<file path="src/rtl/uart_tx_param.sv">
// Parametrised UART transmitter: start bit, DATA_BITS data bits LSB first, optional parity,
// 1 or 2 stop bits, each bit held for OVERSAMPLE bclk cycles; valid/ready input handshake.
module uart_tx_param #(
  parameter int unsigned DATA_BITS  = 8,
  parameter int unsigned OVERSAMPLE = 16,
  parameter int unsigned PARITY     = 0,
  parameter int unsigned STOP_BITS  = 1
) (
  input  logic                 bclk,
  input  logic                 reset,
  input  logic [DATA_BITS-1:0] tx_din,
  input  logic                 tx_valid,
  output logic                 tx_ready,
  output logic                 txd,
  output logic                 tx_busy,
  output logic                 tx_done
);

  localparam int unsigned TW = $clog2(OVERSAMPLE);
  localparam int unsigned BW = $clog2(2 * DATA_BITS + 1);

  typedef enum logic [2:0] {
    S_IDLE  = 3'd0,
    S_START = 3'd1,
    S_DATA  = 3'd2,
    S_PAR   = 3'd3,
    S_STOP  = 3'd4
  } state_t;

  state_t                 state_q, state_d;
  logic [TW-1:0]          tick_q, tick_d;
  logic [BW-1:0]          bit_q, bit_d;
  logic [DATA_BITS-1:0]   shift_q, shift_d;
  logic                   par_q, par_d;
  logic                   txd_q, txd_d;
  logic                   ready_q, ready_d;
  logic                   busy_q, busy_d;
  logic                   done_q, done_d;
  logic                   tick_end;

  assign tick_end = (tick_q == TW'(OVERSAMPLE - 1));

  // State and output registers; reset forces the line idle high at once.
  always_ff @(posedge bclk or posedge reset) begin
    if (reset) begin
      state_q <= S_IDLE;
      tick_q  <= '0;
      bit_q   <= '0;
      shift_q <= '0;
      par_q   <= 1'b0;
      txd_q   <= 1'b1;
      ready_q <= 1'b0;
      busy_q  <= 1'b0;
      done_q  <= 1'b0;
    end else begin
      state_q <= state_d;
      tick_q  <= tick_d;
      bit_q   <= bit_d;
      shift_q <= shift_d;
      par_q   <= par_d;
      txd_q   <= txd_d;
      ready_q <= ready_d;
      busy_q  <= busy_d;
      done_q  <= done_d;
    end
  end

  // Next-state logic; txd_d is the level the line takes for the coming cycle.
  always_comb begin
    state_d = state_q;
    tick_d  = tick_end ? '0 : tick_q + TW'(1);
    bit_d   = bit_q;
    shift_d = shift_q;
    par_d   = par_q;
    txd_d   = txd_q;
    done_d  = 1'b0;

    unique case (state_q)
      S_IDLE: begin
        tick_d = '0;
        txd_d  = 1'b1;
        if (tx_valid && ready_q) begin
          state_d = S_START;
          shift_d = tx_din;
          par_d   = (PARITY == 1) ? ~(^tx_din) : (^tx_din);
          txd_d   = 1'b0;
        end
      end
      S_START: begin
        if (tick_end) begin
          state_d = S_DATA;
          bit_d   = '0;
          txd_d   = shift_q[0];
        end
      end
      S_DATA: begin
        if (tick_end) begin
          if (bit_q == BW'(DATA_BITS - 1)) begin
            bit_d = '0;
            if (PARITY != 0) begin
              state_d = S_PAR;
              txd_d   = par_q;
            end else begin
              state_d = S_STOP;
              txd_d   = 1'b1;
            end
          end else begin
            bit_d   = bit_q + BW'(1);
            shift_d = shift_q >> 1;
            txd_d   = shift_q[1];
          end
        end
      end
      S_PAR: begin
        if (tick_end) begin
          state_d = S_STOP;
          bit_d   = '0;
          txd_d   = 1'b1;
        end
      end
      S_STOP: begin
        txd_d = 1'b1;
        // Registered pulse lands on the final cycle of the last stop bit.
        if (bit_q == BW'(STOP_BITS - 1) && tick_q == TW'(OVERSAMPLE - 2)) begin
          done_d = 1'b1;
        end
        if (tick_end) begin
          if (bit_q == BW'(STOP_BITS - 1)) begin
            state_d = S_IDLE;
            bit_d   = '0;
          end else begin
            bit_d = bit_q + BW'(1);
          end
        end
      end
      default: begin
        state_d = S_IDLE;
        txd_d   = 1'b1;
      end
    endcase
  end

  assign ready_d  = (state_d == S_IDLE);
  assign busy_d   = (state_d != S_IDLE);

  assign txd      = txd_q;
  assign tx_ready = ready_q;
  assign tx_busy  = busy_q;
  assign tx_done  = done_q;

endmodule

</file>
<file path="config.mk">
export PLATFORM = sky130hd
export DESIGN_NAME = uart_tx_param
export DESIGN_NICKNAME = d
export VERILOG_FILES = /design/src/rtl/uart_tx_param.sv
export SDC_FILE = /design/constraint.sdc
export NUM_CORES = 1
export LEC_CHECK = 0
export BUFFER_PORTS_ARGS = -buffer_cell sky130_fd_sc_hd__buf_2
export CORE_MARGIN = 8
export CORE_UTILIZATION = 56
export DETAILED_ROUTE_END_ITERATION = 8
export GPL_TIMING_DRIVEN = 0
export PLACE_DENSITY = 0.77
export SLEW_MARGIN = 20
export SYNTH_ARGS = -nofsm -noshare
export SYNTH_HDL_FRONTEND = slang
export SYNTH_SLANG_ARGS = --single-unit
</file>
<file path="constraint.sdc">
create_clock -name bclk -period 2.1 [get_ports bclk]
set_input_delay 0.21 -clock bclk [delete_from_list [all_inputs] [get_ports bclk]]
set_output_delay 0.21 -clock bclk [all_outputs]
set_load 0.01 [all_outputs]
</file>
Yosys cells after proc, flatten, opt, wreduce, memory -nomap -nowiden. Index checks and enable logic that the tools add are counted.

Register bits after elaboration: 24. Input port bits: 11. Output and inout port bits: 4. Logic and storage cells: 64.

Add/sub/neg operators: 2. Equality and inequality tests: 14. Muxes and demuxes: 28. Reduce and logical (&&, ||, !) cells: 12.

Operators with widths (number): $mux 5 (5); $mux 8 (3); $mux 3 (7); $pmux 8 s2 (1); $pmux 3 s5 (1); $pmux 5 s3 (1); $ne 2x2->1 const B (6); $eq 4x4->1 const B (2); $mux 4 (2); $reduce_and 4->1 (2); $mux 1 (7); $eq 3x2->1 const B (2); $logic_not 3->1 (2); $reduce_bool 3->1 (2); $add 5x1->5 const B (1); $eq 5x3->1 const B (1); $logic_not 5->1 (1); $add 4x1->4 const B (1); $pmux 1 s4 (1); $eq 3x1->1 const B (1); $eq 3x3->1 const B (1); $reduce_and 3->1 (1); $logic_and 1x1->1 (2); $ne 2x1->1 const B (1); other kinds (2) (2).

Depth between registers and ports, before layout. Gate-level depths: netlist (run 1).

Depth in word-level cells: 5. Gate-level depth with buffers: 6. Depth with buffers taken out: 6.

Worst setup path before layout (run 1). OpenSTA, ideal clock, no wires.

Path kind: reg-to-reg. From: reg tick_q[0]. To: reg shift_q[0]. Setup time: 128 ps. Arrival: 1684 ps. Required time: 1972 ps. Path slack: 288 ps. Cell stages (with the launch flop): 7. Path buffers: 1. Cells stage by stage: dfrtp_1 > ha_1 > and3_1 > a31oi_1 > or3_1 > buf_2 > mux2_1.

Word-level cells in the longest chain between the ends: 3.

RTL lines: from (decl) (line 31) `logic [TW-1:0] tick_q, tick_d;`; from (signal assigned) (line 57) `tick_q <= tick_d;`; $eq 4x4->1 (line 41) `assign tick_end = (tick_q == TW'(OVERSAMPLE - 1));`; $ne 2x2->1 (no source line); $reduce_and 4->1 (no source line); to (signal assigned) (line 59) `shift_q <= shift_d;`; to (decl) (line 33) `logic [DATA_BITS-1:0] shift_q, shift_d;`.

Every way passes these cells. A chain may end at the register's enable or synchronous reset.

Final worst setup path (run 1).
From: reg bit_q[0]. To: reg busy_q (netlist: tx_busy).

Word-level cells in the longest chain between the ends: 5. Elaborated cells on any way between the ends: 8. Classes of those cells: eq/ne (1); mux (5); reduce/logical (2).

RTL lines: from (decl) (line 32) `logic [BW-1:0] bit_q, bit_d;`; from (signal assigned) (line 58) `bit_q <= bit_d;`; $eq 5x3->1 / $logic_not 5->1 (equally long branches) (line 98, 128); $mux 3, on equally long branches (line 98, 128); $mux 3, on equally long branches (line 97, 127); $pmux 3 s5 (*) (line 78) `unique case (state_q)`; via state_d[2] (line 30) `state_t state_q, state_d;`; $reduce_bool 3->1 (*) (line 144) `assign busy_d = (state_d != S_IDLE);`; via busy_d (line 37) `logic busy_q, busy_d;`; to (signal assigned) (line 63) `busy_q <= busy_d;`; to (decl) (line 37).

The timed path passes the listed nets; every way through them passes the cells marked *.

==> out/qor.yml, run 1 <==
synth-edff-count: 0
critPathSlowestCell: "or4b_1"
clk_latency_ns: 0.31
cts_buffer_depth: 2
max_stage_delay_ns: 0.54
critPathMaxFanout: 4
final_common_cell: "dfrtp_1"
syn_inst: 120
synthFlopType: "dfrtp_1"
final_nets: 154
critPathArrivalTime_ns: 2.17
cts_buffers: 3
routed_wl_um: 2330
rsz0062_at_grt: "false"
num_io_pins: 15
hpwl_um: 1810
power_density_nw_per_um2: 1020
die_h_um: 63.9
max_freq_ghz: 0.508
num_rows: 17
worst_pin_slew_ns: 0.854
ctsHtreeMaxLevel: 1
finalInstanceArea_um2: 1440
globalplace.congestion: 0.801
status: "complete, no violations"
yosysUniqueCellTypes: 43
final_cell_mix: "dfrtp_1 (23), buf_2 (16), mux2_1 (8)"
cts-root-buf: "clkbuf_4"
clkSinkCount: 24
route.detailed.drc: 0
postSynthAreaPerCell_um2: 10.7
critical_path_class: "register to register"
dr.pass1.iters: 4
fillers: 174
maxCapViolations: 0
worstHoldPathType: "input port to async pin"
placed_area_um2: 1390
synth_fp_nets: 135
ys_ff_latch: 24
start_util_pct: 58.6
report.final.slew_viol_count: 0
grt_pass1_vias: 929
relSlewSlack_pct: 43.0
n_antenna_cell: 0
hold_violations: 0
cp-start-kind: "register"
holdBufCountCts: 0
min_period_over_period_pct: 93.6
coreArea_um2: 2190
post_drt_wl_per_cell_um: 14.0
worst_slack_ns: 0.133
synthesis.area_um2: 1280
overflow: 0
viasPerCell: 5.75
grtUsageTotal_pct: 12.5
cts_tree: "done"
ys_seq_area_share_pct: 46.9
clock_skew_ns: 0.00945
grt_max_degree: 25
layout-drive-gt1-share_pct: 28.3
power.leakage_nw: 0.637
antenna_found_initial: 0
cp.required_ns: 2.30
period_needed_ns: 1.97
fin_tns_setup_ns: 0
cts.clk_slew.worst_paths_ns: 0.13
finalSetupViolCount: 0
cp_cell_sequence: "inv_1, ha_1, or4b_1, nor2_1, o22ai_1, or3_1"
endpoint_kind: "register"
final_antenna_net_count: 0
vias: 955
port_buffers: 14
irDropWorstVdd_mv: 0.548
die_w_um: 63.9
async_flop_share_pct: 100
grt_pass1_wl_um: 4240
dieArea_um2: 4080
drt_iter0_drc: 30
preCtsSetupSlack_ns: 0.0989
yosys_warnings: 0
syn_to_final_growth_pct: 12.5
==> worst max-delay path: cells and delay by family, from the launching register on <==
family	cells	cell delay (ns)
simple gates	3	1.08
fa+ha+maj	1	0.15
flops	1	0.43
buf+inv	1	0.09
compound gates	1	0.13
==> path summary, 6_finish.rpt <==
path                       slack, ns    endpoint  cells after the start        from
setup / recovery                0.13     tx_busy                      6    bit_q[0]
setup reg to reg                0.13     tx_busy                      6    bit_q[0]
min in group bclk               0.23  shift_q[1]                      3   tx_din[1]
hold / removal                  0.05  shift_q[1]                      2       reset
max in group asynchronous       1.52  shift_q[2]                      2       reset
hold reg to reg                 0.50  shift_q[4]                      1  shift_q[4]
==> cell families (layout without fill, tap and decap cells) <==
kind of cell | after synthesis | after routing | synth area share (%)
multiplexers | 15 | 15 | 13.2
AND/OR/NAND/NOR | 44 | 44 | 20.7
AO/OA/AOI/OAI | 21 | 21 | 10.3
flip-flops | 24 | 24 | 46.9
XOR/XNOR | 2 | 2 | 1.36
adder cells (fa/ha/maj) | 4 | 4 | 3.90
buffers and inverters | 10 | 28 | 3.70
==> flip-flops by register name, indices dropped and copies added, names as in the netlist <==
signal	cells
state_q	3
tx_ready	1
tick_q	4
bit_q	5
shift_q	8
txd	1
tx_busy	1
tx_done	1
==> per-layer routing <==
metal / track usage, % / wire, um
met5: 0 / 0
met4: 5.01 / 14
met3: 3.31 / 104
met1: 14.9 / 1030
met2: 20.8 / 1180
==> power breakdown <==
group          leakage [nW]  internal [W]  switching [W]  total, W
clock network        0.0210      0.000106       0.000128  0.000234
logic                 0.314      0.000231       0.000280  0.000511
registers             0.302      0.000622       0.000106  0.000728
total                 0.637      0.000959       0.000514   0.00147
==> stage by stage <==
stage / utilization (%) / hold slack [ns] / std cells / power [W]
after detailed placement: 63.4 / 0.437 / 162 / 0.00123
after global routing: 65.9 / 0.137 / 166 / 0.00160
after global placement: 63.4 / 0.432 / 162 / 0.00120
final: 65.9 / 0.0534 / 166 / 0.00147
after CTS: 65.0 / 0.0883 / 166 / 0.00147
after floorplan: - / 0.224 / 120 / 0.00109
==> area by class of cell <==
type	count	area (um2)	share of cell area (%)
clock buffer	4	36.3	2.51
sequential	24	602	41.7
timing repair buffer	14	70.1	4.85
tap	28	35.0	2.43
buffer	4	25.0	1.73
multi-input combinational	86	653	45.2
inverter	6	22.5	1.56
==> cells in the mapped netlist, types with 2 or more instances <==
cell / n / area, um2
o21ai_0: 2 / 10.0
dfrtp_1: 23 / 576
nand3_1: 3 / 15.0
mux2_2: 7 / 78.8
buf_2: 2 / 10.0
nor2_1: 6 / 22.5
nor3_1: 7 / 35.0
mux2_1: 8 / 90.1
or3_1: 2 / 12.5
nand2_1: 7 / 26.3
inv_1: 5 / 18.8
ha_1: 4 / 50.1
nor4_1: 3 / 18.8
nor2b_1: 2 / 12.5
o21ai_1: 3 / 15.0
a21oi_1: 6 / 30.0
and3_1: 2 / 12.5
o22ai_1: 3 / 18.8
==> repair_timing <==
item | 4_1_cts | 5_1_grt
buffers inserted | 0 | 0
endpoints found under the setup margin | 0 | 9
gates resized for setup | 0 | 5
(Power assumes the default switching activity.)
==> run 2: changes to the inputs <==
--- a/config.mk
+++ b/config.mk
@@ -7,10 +7,11 @@
 export LEC_CHECK = 0
 export BUFFER_PORTS_ARGS = -buffer_cell sky130_fd_sc_hd__buf_2
 export CORE_MARGIN = 8
-export CORE_UTILIZATION = 56
+export CORE_UTILIZATION = 59
+export CTS_BUF_LIST = sky130_fd_sc_hd__clkbuf_2 sky130_fd_sc_hd__clkbuf_4 sky130_fd_sc_hd__clkbuf_8
 export DETAILED_ROUTE_END_ITERATION = 8
 export GPL_TIMING_DRIVEN = 0
-export PLACE_DENSITY = 0.77
+export PLACE_DENSITY = 0.81
 export SLEW_MARGIN = 20
 export SYNTH_ARGS = -nofsm -noshare
 export SYNTH_HDL_FRONTEND = slang
==> run 2 against run 1 <==
Effect of this change:
- total power rose by 0.13%
- cell count did not move
- sequential power barely moved
- largest cell class unchanged
==> out/qor.yml, run 2 (synthesis results as in run 1) <==
status: "complete, no violations"  # unchanged
finalSetupViolCount: 0  # unchanged
vias: 956  # was 955
final_antenna_net_count: 0  # unchanged
routed_wl_um: 2370  # was 2330 um
hold_violations: 0  # unchanged
worstHoldPathType: "input port to async pin"  # unchanged
cp.required_ns: 2.31  # was 2.30 ns
min_period_over_period_pct: 94.3  # was 93.6%
hpwl_um: 1820  # was 1810 um
cts_buffer_depth: 2  # unchanged
cts_buffers: 3  # unchanged
overflow: 0  # unchanged
power_density_nw_per_um2: 1020  # about the same
rsz0062_at_grt: "false"  # unchanged
die_h_um: 62.6  # was 63.9 um
grt_max_degree: 25  # unchanged
startpoint: "tick_q[0]"  # was bit_q[0]
final_common_cell: "dfrtp_1"  # unchanged
syn_to_final_growth_pct: 12.3  # was 12.5%
grtUsageTotal_pct: 13.1  # was 12.5%
cts_tree: "done"  # unchanged
cts.clk_slew.worst_paths_ns: 0.13  # about the same
maxCapViolations: 0  # unchanged
num_io_pins: 15  # unchanged
coreArea_um2: 2130  # was 2190 um2
report.final.slew_viol_count: 0  # unchanged
regArea_um2: 602  # unchanged
clk_latency_ns: 0.32  # was 0.31 ns
reg_top3: "shift_q x8, bit_q x5, tick_q x4"  # unchanged
post_cts.repair.setup_buffers: 0  # unchanged
worst_pin_slew_ns: 0.869  # was 0.854 ns
clkSinkCount: 24  # unchanged
dieArea_um2: 3920  # was 4080 um2
period_needed_ns: 1.98  # was 1.97 ns
critPathArrivalTime_ns: 2.19  # was 2.17 ns
cp-start-kind: "register"  # unchanged
port_buffers: 14  # unchanged
routed-wl-met3_um: 97  # was 104 um
max_freq_ghz: 0.505  # was 0.508 GHz
globalplace.congestion: 0.804  # was 0.801
drt-met1-wl_um: 1010  # was 1030 um
largest-register: "shift_q"  # unchanged
final_nets: 154  # unchanged
worstReg2RegStart: "tick_q[0]"  # was bit_q[0]
num_rows: 17  # unchanged
r2r_slack_ns: 0.12  # was 0.13 ns
clock_skew_ns: 0.00330  # was 0.00945 ns
relSlewSlack_pct: 42.0  # was 43.0%
r2r_cells: 6  # unchanged
multiInputGateArea_um2: 651  # was 653 um2
critPathMaxFanout: 8  # was 4
max_stage_delay_ns: 0.42  # was 0.54 ns
final_cell_mix: "dfrtp_1 (23), buf_2 (16), mux2_1 (8)"  # unchanged
top_layer: "met4"  # unchanged
critPathSlowestCell: "dfrtp_1"  # was or4b_1
cts-root-buf: "clkbuf_4"  # unchanged
stdcell_count: 166  # unchanged
endpoint_kind: "register"  # unchanged
largest_reg_flops: 8  # unchanged
critical_path_class: "register to register"  # unchanged
power.leakage_nw: 0.637  # about the same
cp_cell_sequence: "ha_1, and3_2, a31oi_1, or3_1, buf_2, mux2_1"  # was inv_1, ha_1, or4b_1, nor2_1, o22ai_1, or3_1
die_w_um: 62.6  # was 63.9 um
antenna_found_initial: 0  # unchanged
viasPerCell: 5.76  # was 5.75
fillers: 180  # was 174
fin_tns_setup_ns: 0  # unchanged
grt_pass1_wl_um: 4150  # was 4240 um
hold_slack_ns: 0.0489  # was 0.0534 ns
start_util_pct: 60.4  # was 58.6%
grt_pass1_vias: 946  # was 929
irDropWorstVdd_mv: 0.508  # was 0.548 mV
dpl.cell_count: 162  # unchanged
route.detailed.drc: 0  # unchanged
ctsHtreeMaxLevel: 1  # unchanged
drt_iter0_drc: 35  # was 30
dr.pass1.iters: 4  # unchanged
n_antenna_cell: 0  # unchanged
dr_wl_met2_um: 1200  # was 1180 um
post_drt_wl_per_cell_um: 14.2  # was 14.0 um
layout-drive-gt1-share_pct: 27.5  # was 28.3%
## run 2: cell counts in the layout (fill, tap and decap cells not counted)
No cell type changed its count.
## run 2: layout make-up
class	instances	share of cell area, %
inverter	6	1.56
tap	28	2.43
sequential	24	41.8
timing repair buffer	14	4.86
buffer	4	1.74
multi-input combinational	86	45.1
clock buffer	4	2.52
## run 2: repair_timing
action / 4_1_cts / 5_1_grt
endpoints found under the setup margin: 0 / 5
resized for setup: 0 / 4
hold buffers: 0 / 0
## run 2: metal layers
layer,vias up,global-route usage [%]
li1,475,-
met1,457,13.6
met2,20,23.2
met3,4,3.05
met4,0,8.55
met5,-,0
## run 2: critical path, delay by kind of cell (launching register included)
family          cells  cell delay, ns
compound gates      1            0.11
fa+ha+maj           1            0.26
buf+inv             1            0.18
flops               1            0.42
mux                 1            0.33
simple gates        2            0.57
## run 2: worst paths after layout
kind | to
worst min register to register | shift_q[2]
min in group bclk | shift_q[7]
worst max register to register | shift_q[7]
worst max-delay path | shift_q[7]
worst min-delay path | tick_q[1]
max in group asynchronous | tx_ready
## run 2: power breakdown
group / internal (W) / switching (W)
Sequential: 0.000622 / 0.000105
Clock: 0.000106 / 0.000137
Combinational: 0.000231 / 0.000274
Total: 0.000959 / 0.000516
## run 2: stage by stage
step	util (%)	worst slack, ns	cell area [um2]	power (W)
6_report	67.8	0.120	1440	0.00148
5_1_grt	67.8	0.0296	1440	0.00159
4_1_cts	67.0	0.0779	1430	0.00147
3_5_place_dp	65.3	0.0913	1390	0.00123
3_3_place_gp	65.3	0.159	1390	0.00120
2_1_floorplan	-	0.288	1280	0.00109
